`src/rtl/audio_pkg.sv`:
```
// Shared types, note frequencies and tune tables for the square-wave melody player.
// Each ROM entry is {freq[11:0] in Hz, dur[15:0] in ticks, last}.
package audio_pkg;

    typedef struct packed {
        logic [11:0] freq;
        logic [15:0] dur;
        logic        last;
    } note_t;

    typedef enum logic [1:0] {
        ST_IDLE,
        ST_LOAD,
        ST_PLAY,
        ST_GAP
    } player_state_e;

    localparam logic [11:0] REST = 12'd0;
    localparam logic [11:0] A4   = 12'd440;
    localparam logic [11:0] B4   = 12'd494;
    localparam logic [11:0] C5   = 12'd523;
    localparam logic [11:0] D5   = 12'd587;
    localparam logic [11:0] E5   = 12'd659;
    localparam logic [11:0] F5   = 12'd698;
    localparam logic [11:0] G5   = 12'd784;
    localparam logic [11:0] A5   = 12'd880;
    localparam logic [11:0] C6   = 12'd1047;

    localparam note_t NOTE_END = '{freq: 12'd0, dur: 16'd0, last: 1'b1};

    localparam int TUNE0_LEN = 23;
    localparam int TUNE1_LEN = 3;
    localparam int TUNE2_LEN = 4;
    localparam int TUNE3_LEN = 4;

    // Game over: slow descending phrase with rests.
    localparam note_t TUNE0 [TUNE0_LEN] = '{
        {E5,   16'd500,  1'b0}, {B4,   16'd250,  1'b0}, {C5,   16'd250,  1'b0},
        {D5,   16'd500,  1'b0}, {C5,   16'd250,  1'b0}, {B4,   16'd250,  1'b0},
        {A4,   16'd500,  1'b0}, {REST, 16'd250,  1'b0}, {A4,   16'd250,  1'b0},
        {C5,   16'd250,  1'b0}, {E5,   16'd500,  1'b0}, {D5,   16'd250,  1'b0},
        {C5,   16'd250,  1'b0}, {B4,   16'd750,  1'b0}, {C5,   16'd250,  1'b0},
        {D5,   16'd500,  1'b0}, {E5,   16'd500,  1'b0}, {C5,   16'd500,  1'b0},
        {A4,   16'd500,  1'b0}, {REST, 16'd250,  1'b0}, {A4,   16'd500,  1'b0},
        {B4,   16'd250,  1'b0}, {A4,   16'd1000, 1'b1}
    };

    // Line clear.
    localparam note_t TUNE1 [TUNE1_LEN] = '{
        {C5, 16'd3, 1'b0}, {E5, 16'd3, 1'b0}, {G5, 16'd4, 1'b1}
    };

    // Level up.
    localparam note_t TUNE2 [TUNE2_LEN] = '{
        {C5, 16'd2, 1'b0}, {E5, 16'd2, 1'b0}, {G5, 16'd2, 1'b0}, {C6, 16'd4, 1'b1}
    };

    // Tetris: contains a rest and a zero-length entry that is skipped.
    localparam note_t TUNE3 [TUNE3_LEN] = '{
        {E5, 16'd2, 1'b0}, {REST, 16'd3, 1'b0}, {A5, 16'd0, 1'b0}, {C6, 16'd2, 1'b1}
    };

endpackage

```
`src/rtl/tune_rom.sv`:
```
// Combinational tune lookup: (tune_id, note_idx) -> note_t.
// Any lookup past the end of a tune or past the last tune returns {0,0,1}.
module tune_rom
    import audio_pkg::*;
#(
    parameter int NUM_TUNES = 4,
    parameter int TW        = 2
) (
    input  logic [TW-1:0] tune_id_i,
    input  logic [5:0]    note_idx_i,
    output note_t         note_o
);

    always_comb begin
        note_o = NOTE_END;
        if (int'(tune_id_i) < NUM_TUNES) begin
            case (int'(tune_id_i))
                0: if (note_idx_i < 6'(TUNE0_LEN)) note_o = TUNE0[note_idx_i[4:0]];
                1: if (note_idx_i < 6'(TUNE1_LEN)) note_o = TUNE1[note_idx_i[1:0]];
                2: if (note_idx_i < 6'(TUNE2_LEN)) note_o = TUNE2[note_idx_i[1:0]];
                3: if (note_idx_i < 6'(TUNE3_LEN)) note_o = TUNE3[note_idx_i[1:0]];
                default: note_o = NOTE_END;
            endcase
        end
    end

endmodule

```
`src/rtl/melody_player.sv`:
```
// Multi-tune square-wave sequencer: priority request arbitration, note timing in
// TICK_HZ ticks, optional inter-note gap, looping, stop and output-only mute.
module melody_player
    import audio_pkg::*;
#(
    parameter int  FCLK      = 50000000,
    parameter int  TICK_HZ   = 1000,
    parameter int  NUM_TUNES = 4,
    parameter int  GAP_TICKS = 0,
    localparam int TW        = (NUM_TUNES > 1) ? $clog2(NUM_TUNES) : 1
) (
    input  logic                 clk,
    input  logic                 reset_n,
    input  logic [NUM_TUNES-1:0] play_req,
    input  logic                 loop_en,
    input  logic                 stop,
    input  logic                 mute,
    output logic                 spkr,
    output logic                 busy,
    output logic [TW-1:0]        tune_id,
    output logic [5:0]           note_idx,
    output logic                 done,
    output player_state_e        state_o
);

    localparam int DIV   = FCLK / TICK_HZ;
    localparam int DIV_W = (DIV > 1) ? $clog2(DIV) : 1;
    localparam int ACC_W = $clog2(FCLK) + 2;

    localparam logic [DIV_W-1:0] DIV_LAST = DIV_W'(DIV - 1);
    localparam logic [ACC_W-1:0] FCLK_A   = ACC_W'(FCLK);
    localparam logic [15:0]      GAP_LAST = 16'(GAP_TICKS - 1);

    player_state_e    state_q;
    logic [TW-1:0]    tune_id_q;
    logic [5:0]       note_idx_q;
    logic [11:0]      freq_q;
    logic [15:0]      dur_q;
    logic             last_q;
    logic [ACC_W-1:0] acc_q;
    logic [ACC_W-1:0] acc_d;
    logic [DIV_W-1:0] div_q;
    logic [15:0]      tick_q;
    logic             tone_q;
    logic             done_q;

    note_t            rom_note;
    logic [TW-1:0]    req_win;
    logic             req_take;
    logic [ACC_W-1:0] acc_sum;
    logic             tone_flip;
    logic             tick_end;

    tune_rom #(
        .NUM_TUNES (NUM_TUNES),
        .TW        (TW)
    ) u_rom (
        .tune_id_i  (tune_id_q),
        .note_idx_i (note_idx_q),
        .note_o     (rom_note)
    );

    // Highest set request bit wins; equal or higher priority may preempt.
    always_comb begin
        req_win = '0;
        for (int i = 0; i < NUM_TUNES; i++) begin
            if (play_req[i]) req_win = TW'(i);
        end
        req_take  = (|play_req) && (state_q == ST_IDLE || req_win >= tune_id_q);
        acc_sum   = acc_q + ACC_W'({freq_q, 1'b0});
        tone_flip = (acc_sum >= FCLK_A);
        acc_d     = tone_flip ? acc_sum - FCLK_A : acc_sum;
        tick_end  = (div_q == DIV_LAST);
    end

    always_ff @(posedge clk or negedge reset_n) begin
        if (!reset_n) begin
            state_q    <= ST_IDLE;
            tune_id_q  <= '0;
            note_idx_q <= '0;
            freq_q     <= '0;
            dur_q      <= '0;
            last_q     <= 1'b0;
            acc_q      <= '0;
            div_q      <= '0;
            tick_q     <= '0;
            tone_q     <= 1'b0;
            done_q     <= 1'b0;
        end else begin
            done_q <= 1'b0;
            if (stop) begin
                state_q <= ST_IDLE;
                tone_q  <= 1'b0;
            end else if (req_take) begin
                tune_id_q  <= req_win;
                note_idx_q <= '0;
                tone_q     <= 1'b0;
                state_q    <= ST_LOAD;
            end else begin
                unique case (state_q)
                    ST_IDLE: ;
                    ST_LOAD: begin
                        freq_q <= rom_note.freq;
                        dur_q  <= rom_note.dur;
                        last_q <= rom_note.last;
                        acc_q  <= '0;
                        div_q  <= '0;
                        tick_q <= '0;
                        tone_q <= 1'b0;
                        if (rom_note.dur == 16'd0) begin
                            if (!rom_note.last) begin
                                note_idx_q <= note_idx_q + 6'd1;
                            end else if (loop_en) begin
                                note_idx_q <= '0;
                            end else begin
                                state_q <= ST_IDLE;
                                done_q  <= 1'b1;
                            end
                        end else begin
                            state_q <= ST_PLAY;
                        end
                    end
                    ST_PLAY: begin
                        // A rest holds the accumulator so the tone stays silent.
                        if (freq_q != 12'd0) begin
                            acc_q <= acc_d;
                            if (tone_flip) tone_q <= ~tone_q;
                        end
                        div_q <= tick_end ? '0 : div_q + 1'b1;
                        if (tick_end) tick_q <= tick_q + 16'd1;
                        if (tick_end && tick_q == dur_q - 16'd1) begin
                            tone_q <= 1'b0;
                            div_q  <= '0;
                            tick_q <= '0;
                            if (!last_q) begin
                                if (GAP_TICKS > 0) begin
                                    state_q <= ST_GAP;
                                end else begin
                                    note_idx_q <= note_idx_q + 6'd1;
                                    state_q    <= ST_LOAD;
                                end
                            end else if (loop_en) begin
                                note_idx_q <= '0;
                                state_q    <= ST_LOAD;
                            end else begin
                                state_q <= ST_IDLE;
                                done_q  <= 1'b1;
                            end
                        end
                    end
                    ST_GAP: begin
                        div_q <= tick_end ? '0 : div_q + 1'b1;
                        if (tick_end) tick_q <= tick_q + 16'd1;
                        if (tick_end && tick_q == GAP_LAST) begin
                            note_idx_q <= note_idx_q + 6'd1;
                            state_q    <= ST_LOAD;
                        end
                    end
                endcase
            end
        end
    end

    // Mute gates only the pin; tone_q keeps its phase underneath.
    assign spkr     = tone_q & ~mute;
    assign busy     = (state_q != ST_IDLE);
    assign tune_id  = tune_id_q;
    assign note_idx = note_idx_q;
    assign done     = done_q;
    assign state_o  = state_q;

endmodule

```
`config.mk`:
```
export PLATFORM = sky130hd
export DESIGN_NAME = melody_player
export DESIGN_NICKNAME = d
export VERILOG_FILES = /design/src/rtl/audio_pkg.sv /design/src/rtl/tune_rom.sv /design/src/rtl/melody_player.sv
export SDC_FILE = /design/constraint.sdc
export NUM_CORES = 1
export LEC_CHECK = 0
export BUFFER_PORTS_ARGS = -buffer_cell sky130_fd_sc_hd__buf_2
export CELL_PAD_IN_SITES_DETAIL_PLACEMENT = 1
export CELL_PAD_IN_SITES_GLOBAL_PLACEMENT = 1
export CORE_MARGIN = 8
export CORE_UTILIZATION = 38
export DETAILED_ROUTE_END_ITERATION = 6
export GPL_TIMING_DRIVEN = 0
export PLACE_DENSITY = 0.79
export SYNTH_ARGS = -nofsm -noshare
export SYNTH_HDL_FRONTEND = slang
export SYNTH_SLANG_ARGS = --single-unit
```
`constraint.sdc`:
```
create_clock -name clk -period 3.15 [get_ports clk]
set_input_delay 0.315 -clock clk [delete_from_list [all_inputs] [get_ports clk]]
set_output_delay 0.315 -clock clk [all_outputs]
set_load 0.005 [all_outputs]
```
==> results of run 1 <==
[state kept, by name, summed over array words and instances (netlist names)]
signal	count
acc_q	27
div_q	16
done	1
dur_q	8
freq_q	11
last_q	1
note_idx	6
state_o	2
tick_q	16
tone_q	1
tune_id	2
[layout make-up]
type	count	area (µm²)
tap	260	325
sequential	91	2280
multi-input combinational	756	5190
timing repair buffer	67	483
clock inverter	6	70.1
inverter	29	114
clock buffer	10	239
buffer	45	231
fill	2305	9890
[path summary, 6_finish.rpt]
path,slack (ns),to
max reg2reg,-0.62,acc_q[14]$_DFFE_PN0P_
min,0.26,tune_id[0]$_DFFE_PN0P_
min in group asynchronous,0.44,div_q[12]$_DFFE_PN0P_
max,-0.62,acc_q[14]$_DFFE_PN0P_
max in group asynchronous,2.05,freq_q[3]$_DFFE_PN0P_
min reg2reg,0.49,acc_q[10]$_DFFE_PN0P_
[routing by layer]
| metal | part of all wire | GRT usage | vias to the layer above |
|---|---|---|---|
| met5 | 0 | 0 | - |
| met4 | 0.023 | 0.0798 | 0 |
| met3 | 0.038 | 0.0248 | 40 |
| met2 | 0.50 | 0.336 | 185 |
| met1 | 0.44 | 0.254 | 3748 |
| li1 | - | - | 3521 |
[stage by stage]
step                worst slack (ns)  total power [µW]
floorplan                     -0.269              3730
global placement               -1.07              4440
detailed placement             -1.12              4510
CTS                           -0.498              5960
global route                  -0.768              6730
finish                        -0.619              6340
[timing repair]
action / 4_1_cts / 5_1_grt
setup buffers: 25 / 18
endpoints found under the setup margin: 85 / 64
resized for setup: 56 / 60
pin swaps: 23 / 27
hold buffers: 1 / 0
hold endpoints to repair: 31 / 0
gates cloned: 1 / 0
[report_power, final]
part / internal [µW] / switching (µW)
clock network: 646 / 536
registers: 1390 / 298
logic: 1420 / 2050
[logic make-up after synthesis]
kind of cell / count (synthesis) / synth area share
flops: 91 / 0.311
fa+ha+maj: 29 / 0.0506
buf+inv: 83 / 0.0478
mux: 14 / 0.0203
simple gates: 422 / 0.287
xor+xnor: 49 / 0.0586
compound gates: 242 / 0.224
[placed cells by master (no fill, tap or decap), drive strengths merged, types with 11 or more instances in the layout]
master / count
nor2: 101
a31oi: 12
o211ai: 11
o31ai: 17
buf: 79
xor2: 21
nand3: 53
clkbuf: 42
dfrtp: 91
a21oi: 52
xnor2: 28
ha: 28
and3: 17
nand4: 16
o21ai: 64
nor3: 26
nor4: 20
inv: 29
nand2: 121
[critical path: stages, from the launching register on]
cell and delay, ns:
dfrtp_1 0.40, ha_2 0.20, fa_2 0.38, a21o_1 0.22, a221o_1 0.30, buf_6 0.15, a211o_1 0.27, nand3_2 0.12
or3b_4 0.46, nand4_4 0.12, o21a_4 0.18, o21ai_4 0.09, buf_4 0.15, a41oi_2 0.15, buf_4 0.15, nor4_2 0.03
a211o_1 0.28
==> results.md, run 1 <==
* Clock Tree Buf Depth at 2
* Drt wl/cell at just under 20 µm
* Setup Skew at about 0.0056 ns
* Status: finished, violations left
* Distinct cells, synth at 94
* Post-synth EDFFs at 0
* Count leader, synth: nand2_1
* Setup TNS at -11.29 ns
* CTS sink cnt at between 90 and 100
* Placed insts at 1,212
* Routed vias at between 7,000 and 8,000
* Post-synth ARST share at 1.00
* Cell taking the most area after synthesis: dfrtp_1
* Area contributors post-synth: dfrtp_1 (31%), nand2_1 (6.2%), nor2_1 (5.2%), ha_1 (4.8%), nand3_1 (3.6%)
* Initial antenna violation count at 0
* Worst slew margin at 0.488
* Placed cell area at 7820 µm²
* Final core utilization at 0.475
* Syn Area/Cell at about 7.9 µm²
* Critical Path RT at approximately 3.4 ns
* CP Max Fanout at 8
* Slew @ Worst Pin at 0.768 ns
* Clock transition at path regs at roughly 0.07 ns
* Power density over cell area at 709 nW/µm²
* Setup ws final at -0.619 ns
* Diode count at 0
* Hold Violations, Final at 0
* Share of post-route cells with drive strength above 1 at 0.205
* Final Setup Violations at 22
* DRT Wirelength at approximately 25 mm
* Post-route insts no fill at 1,264
* Post-synth top cells: nand2_1 (120), nor2_1 (101), dfrtp_1 (91)
* Worst setup startpoint: freq_q[0]$_DFFE_PN0P_
* Rows at 50
* DRC at 0
* Vias per inst at 5.93
* Mapped cell area at 7320 µm²
* Top-area cell type share of the netlist area at 0.311
* 1st-pass router iterations at 5
* Worst setup SP type: flip-flop
* Number of H-tree levels at 3
* Synth Flop Type: dfrtp_1
* Tcrit/Tclk final at 1.20
* Iter 0 DRT Violations at between 400 and 500
* Post-route cell area at 8940 µm²
* Yosys warning total at 0
* Post-DP HPWL at roughly 17 mm
* Failing checks: setup timing
* Number of global-route vias before repair at 7,585
* Worst r2r path cells at 16
* Sequential fraction of the synthesis area at 0.311
* Post-synthesis register bit count at a little over 90
* Critical R2R Launch: freq_q[0]$_DFFE_PN0P_
* Pin count of the biggest net entering global routing at 61
* Root buffer cell: clkbuf_16
* Total gr overflow at 0
* Mapped Nets at 968
* WS Path Type: reg -> reg
* CTS tree: yes
* Worst vdd ir at 0.377 mV
* Min Clock Period, post-route at 3.77 ns
* Die area at between 20,000 and 25,000 µm²
* Hold Crit Depth at 3
* Crit end category: flip-flop
* Starting Density at 0.389
* Hold Crit Class: in -> reg
* Critical Path AT at between 4 and 5 ns
* Layout area overhead at 22.1%
* Highest Clock Rate at 265 MHz
* Remaining antenna violation count at 0
* Max_cap viols at 0
* Num CTS Buffers at 9
* I/O Pins at 22
* Port Buffer Count at 21
* Die Width at approximately 150 µm
* Max Slew Vio Count at 0
* RSZ-0062 raised after global routing: yes
* First-pass GRT wire length at 39.0 mm
* Core Area at roughly 19,000 µm²
* P_leak at between 0.003 and 0.004 µW
* All-layer global routing usage at 0.199
* Die Y at 155 µm
* GP Congestion at ~0.89
* Worst Hold Launch: play_req[3]
* Post-Syn Instances at 930
* Clock latency on the worst-skew pair at approximately 0.36 ns
* Hold Slack at 0.256 ns
* Nets at 1,037
(Power assumes the default switching activity.)
==> run 2: changes to the inputs <==
--- a/config.mk
+++ b/config.mk
@@ -8,11 +8,12 @@
 export BUFFER_PORTS_ARGS = -buffer_cell sky130_fd_sc_hd__buf_2
 export CELL_PAD_IN_SITES_DETAIL_PLACEMENT = 1
 export CELL_PAD_IN_SITES_GLOBAL_PLACEMENT = 1
+export CORE_ASPECT_RATIO = 1.25
 export CORE_MARGIN = 8
-export CORE_UTILIZATION = 38
+export CORE_UTILIZATION = 43
 export DETAILED_ROUTE_END_ITERATION = 6
 export GPL_TIMING_DRIVEN = 0
-export PLACE_DENSITY = 0.79
+export PLACE_DENSITY = 0.87
 export SYNTH_ARGS = -nofsm -noshare
 export SYNTH_HDL_FRONTEND = slang
 export SYNTH_SLANG_ARGS = --single-unit
==> run 2 against run 1 <==
- the run still ends with setup timing left
- sequential cell count did not move
- global-route usage rose by 3.3 points
- setup slack got worse by 0.11 ns
- critical path type unchanged
- largest cell class unchanged
- highest routed layer unchanged
==> results.md, run 2 (synthesis results as in run 1) <==
* Status: finished, violations left
* Failing checks: setup timing
* Highest Clock Rate at around 260 MHz
* Iter 0 DRT Violations at roughly 550
* Critical Path AT at around 4.1 ns
* FF-to-FF setup slack at -0.73 ns
* Number of H-tree levels at 3
* Rows at 53
* Diode count at 0
* Number of global-route vias before repair at about 8,000
* Port Buffer Count at 21
* Worst setup SP type: flip-flop
* Crit end category: flip-flop
* Pin count of the biggest net entering global routing at 66
* Root buffer cell: clkbuf_16
* Post-DP HPWL at around 17 mm
* Hold Crit Class: in -> reg
* Largest reg by FF count: acc_q
* Placed cell area at just under 8000 µm²
* Max FFs per register at 27
* Setup Skew at 0.00639 ns
* Starting Density at 0.436
* Worst path slowest cell: xor2_1
* Die area at between 20,000 and 25,000 µm²
* All-layer global routing usage at 0.232
* Post-route cell area at roughly 9000 µm²
* CTS sink cnt at 91
* Commonest non-fill, non-tap cell in the layout: nand2_1
* 1st-pass router iterations at 5
* CP Max Fanout at 8
* WS Path Type: reg -> reg
* Clock latency on the worst-skew pair at about 0.37 ns
* Remaining antenna violation count at 0
* Worst vdd ir at approximately 0.36 mV
* Clock Tree Buf Depth at 2
* DRC at 0
* Core Area at between 15,000 and 20,000 µm²
* Power density over cell area at 741 nW/µm²
* Max_cap viols at 0
* Critical Path RT at ~3.4 ns
* Die Y at about 160 µm
* GP Congestion at around 0.94
* Final Setup Violations at 22
* Vias per inst at 6.39
* Clock transition at path regs at about 0.070 ns
* CP max stage delay at ~0.44 ns
* First-pass GRT wire length at between 40 and 50 mm
* Setup TNS at -13.25 ns
* CTS tree: yes
* DRT Wirelength at about 28 mm
* Nets at about 1,100
* Die Width at 133 µm
* Share of post-route cells with drive strength above 1 at 0.210
* Max Slew Vio Count at 0
* Routed vias at slightly below 8,000
* Min Clock Period, post-route at 3.88 ns
* Setup ws final at -0.731 ns
* Total gr overflow at 0
* Layout area overhead at 23.1%
* I/O Pins at 22
* Placed insts at 1,172
* Crit-path cells: ha_2 -> fa_2 -> a21o_1 -> a221o_1 -> buf_6 -> a22oi_2 -> nor4_1 -> xor2_1 -> nand3_4 -> o21ai_4 -> buf_6 -> buf_4 -> buf_8 -> nor2_1 -> o21ai_1 -> a21boi_1
* Post-route insts no fill at ~1,200
* P_leak at between 0.003 and 0.004 µW
* Num CTS Buffers at 9
* Slew @ Worst Pin at just over 0.8 ns
* Initial antenna violation count at 0
* RSZ-0062 raised after global routing: yes
* Hold Violations, Final at 0
* Most frequent CP cell: buf_6
* Tcrit/Tclk final at 1.23
* Commonest non-fill, non-tap cells in the layout: nand2_1 (115), nor2_1 (97), dfrtp_1 (87), buf_4 (54), nand3_1 (49)
* Drt wl/cell at around 23 µm
* Worst slew margin at 0.456
* Top Registers: acc_q: 27 flops, div_q: 16 flops, tick_q: 16 flops
[run 2: routing by layer]
layer	vias up	wire, µm	GRT usage
li1	3566	-	-
met1	3944	10800	0.260
met2	292	14600	0.427
met3	111	1200	0.0331
met4	0	1310	0.104
met5	-	0	0
[run 2: through the flow]
stage                     power [µW]  worst slack [ns]  hold slack, ns  utilization
final                           6680            -0.731           0.227        0.537
after global routing            7000            -0.815           0.262        0.537
after CTS                       6020            -0.522           0.235        0.509
after detailed placement        4530             -1.06           0.267        0.463
after global placement          4420            -0.931           0.471        0.461
after floorplan                 3730            -0.269          0.0194            -
[run 2: final cells by class]
cell class	instances	area, µm²
Fill cell	2042	7760
Multi-Input combinational cell	756	5180
Sequential cell	91	2280
Timing Repair Buffer	81	622
Tap cell	220	275
Buffer	45	230
Clock buffer	9	225
Inverter	29	114
Clock inverter	7	90.1
[run 2: where the power goes]
part | internal, µW | leakage (µW) | switching [µW]
Combinational | 1570 | 0.00231 | 2170
Clock | 639 | 0.000150 | 581
Sequential | 1390 | 0.00122 | 328
Total | 3600 | 0.00368 | 3080
[run 2: critical path, delay by kind of cell, from the launching register on]
kind | cells | cell delay, ns
adder cells (fa/ha/maj) | 2 | 0.56
XOR/XNOR | 1 | 0.44
flip-flops | 1 | 0.39
buffers and inverters | 4 | 0.57
AND/OR/NAND/NOR | 3 | 0.36
AO/OA/AOI/OAI | 6 | 1.44
[run 2: path summary, 6_finish.rpt]
| check | from | to | cells after the start |
|---|---|---|---|
| min | play_req[3] | tune_id[0]$_DFFE_PN0P_ | 3 |
| min in group asynchronous | reset_n | div_q[12]$_DFFE_PN0P_ | 2 |
| max | freq_q[0]$_DFFE_PN0P_ | tone_q$_DFFE_PN0P_ | 16 |
| max reg2reg | freq_q[0]$_DFFE_PN0P_ | tone_q$_DFFE_PN0P_ | 16 |
| min reg2reg | acc_q[6]$_DFFE_PN0P_ | acc_q[6]$_DFFE_PN0P_ | 2 |
| max in group asynchronous | reset_n | tune_id[1]$_DFFE_PN0P_ | 3 |
[run 2: timing repair]
| action | CTS | global route |
|---|---|---|
| endpoints found under the setup margin | 87 | 70 |
| resized for setup | 51 | 63 |
| buffers inserted | 31 | 26 |
| endpoints found under the hold margin | 26 | 0 |
| hold buffers | 1 | 0 |
| pin swaps | 19 | 42 |
| gates cloned | 1 | 1 |
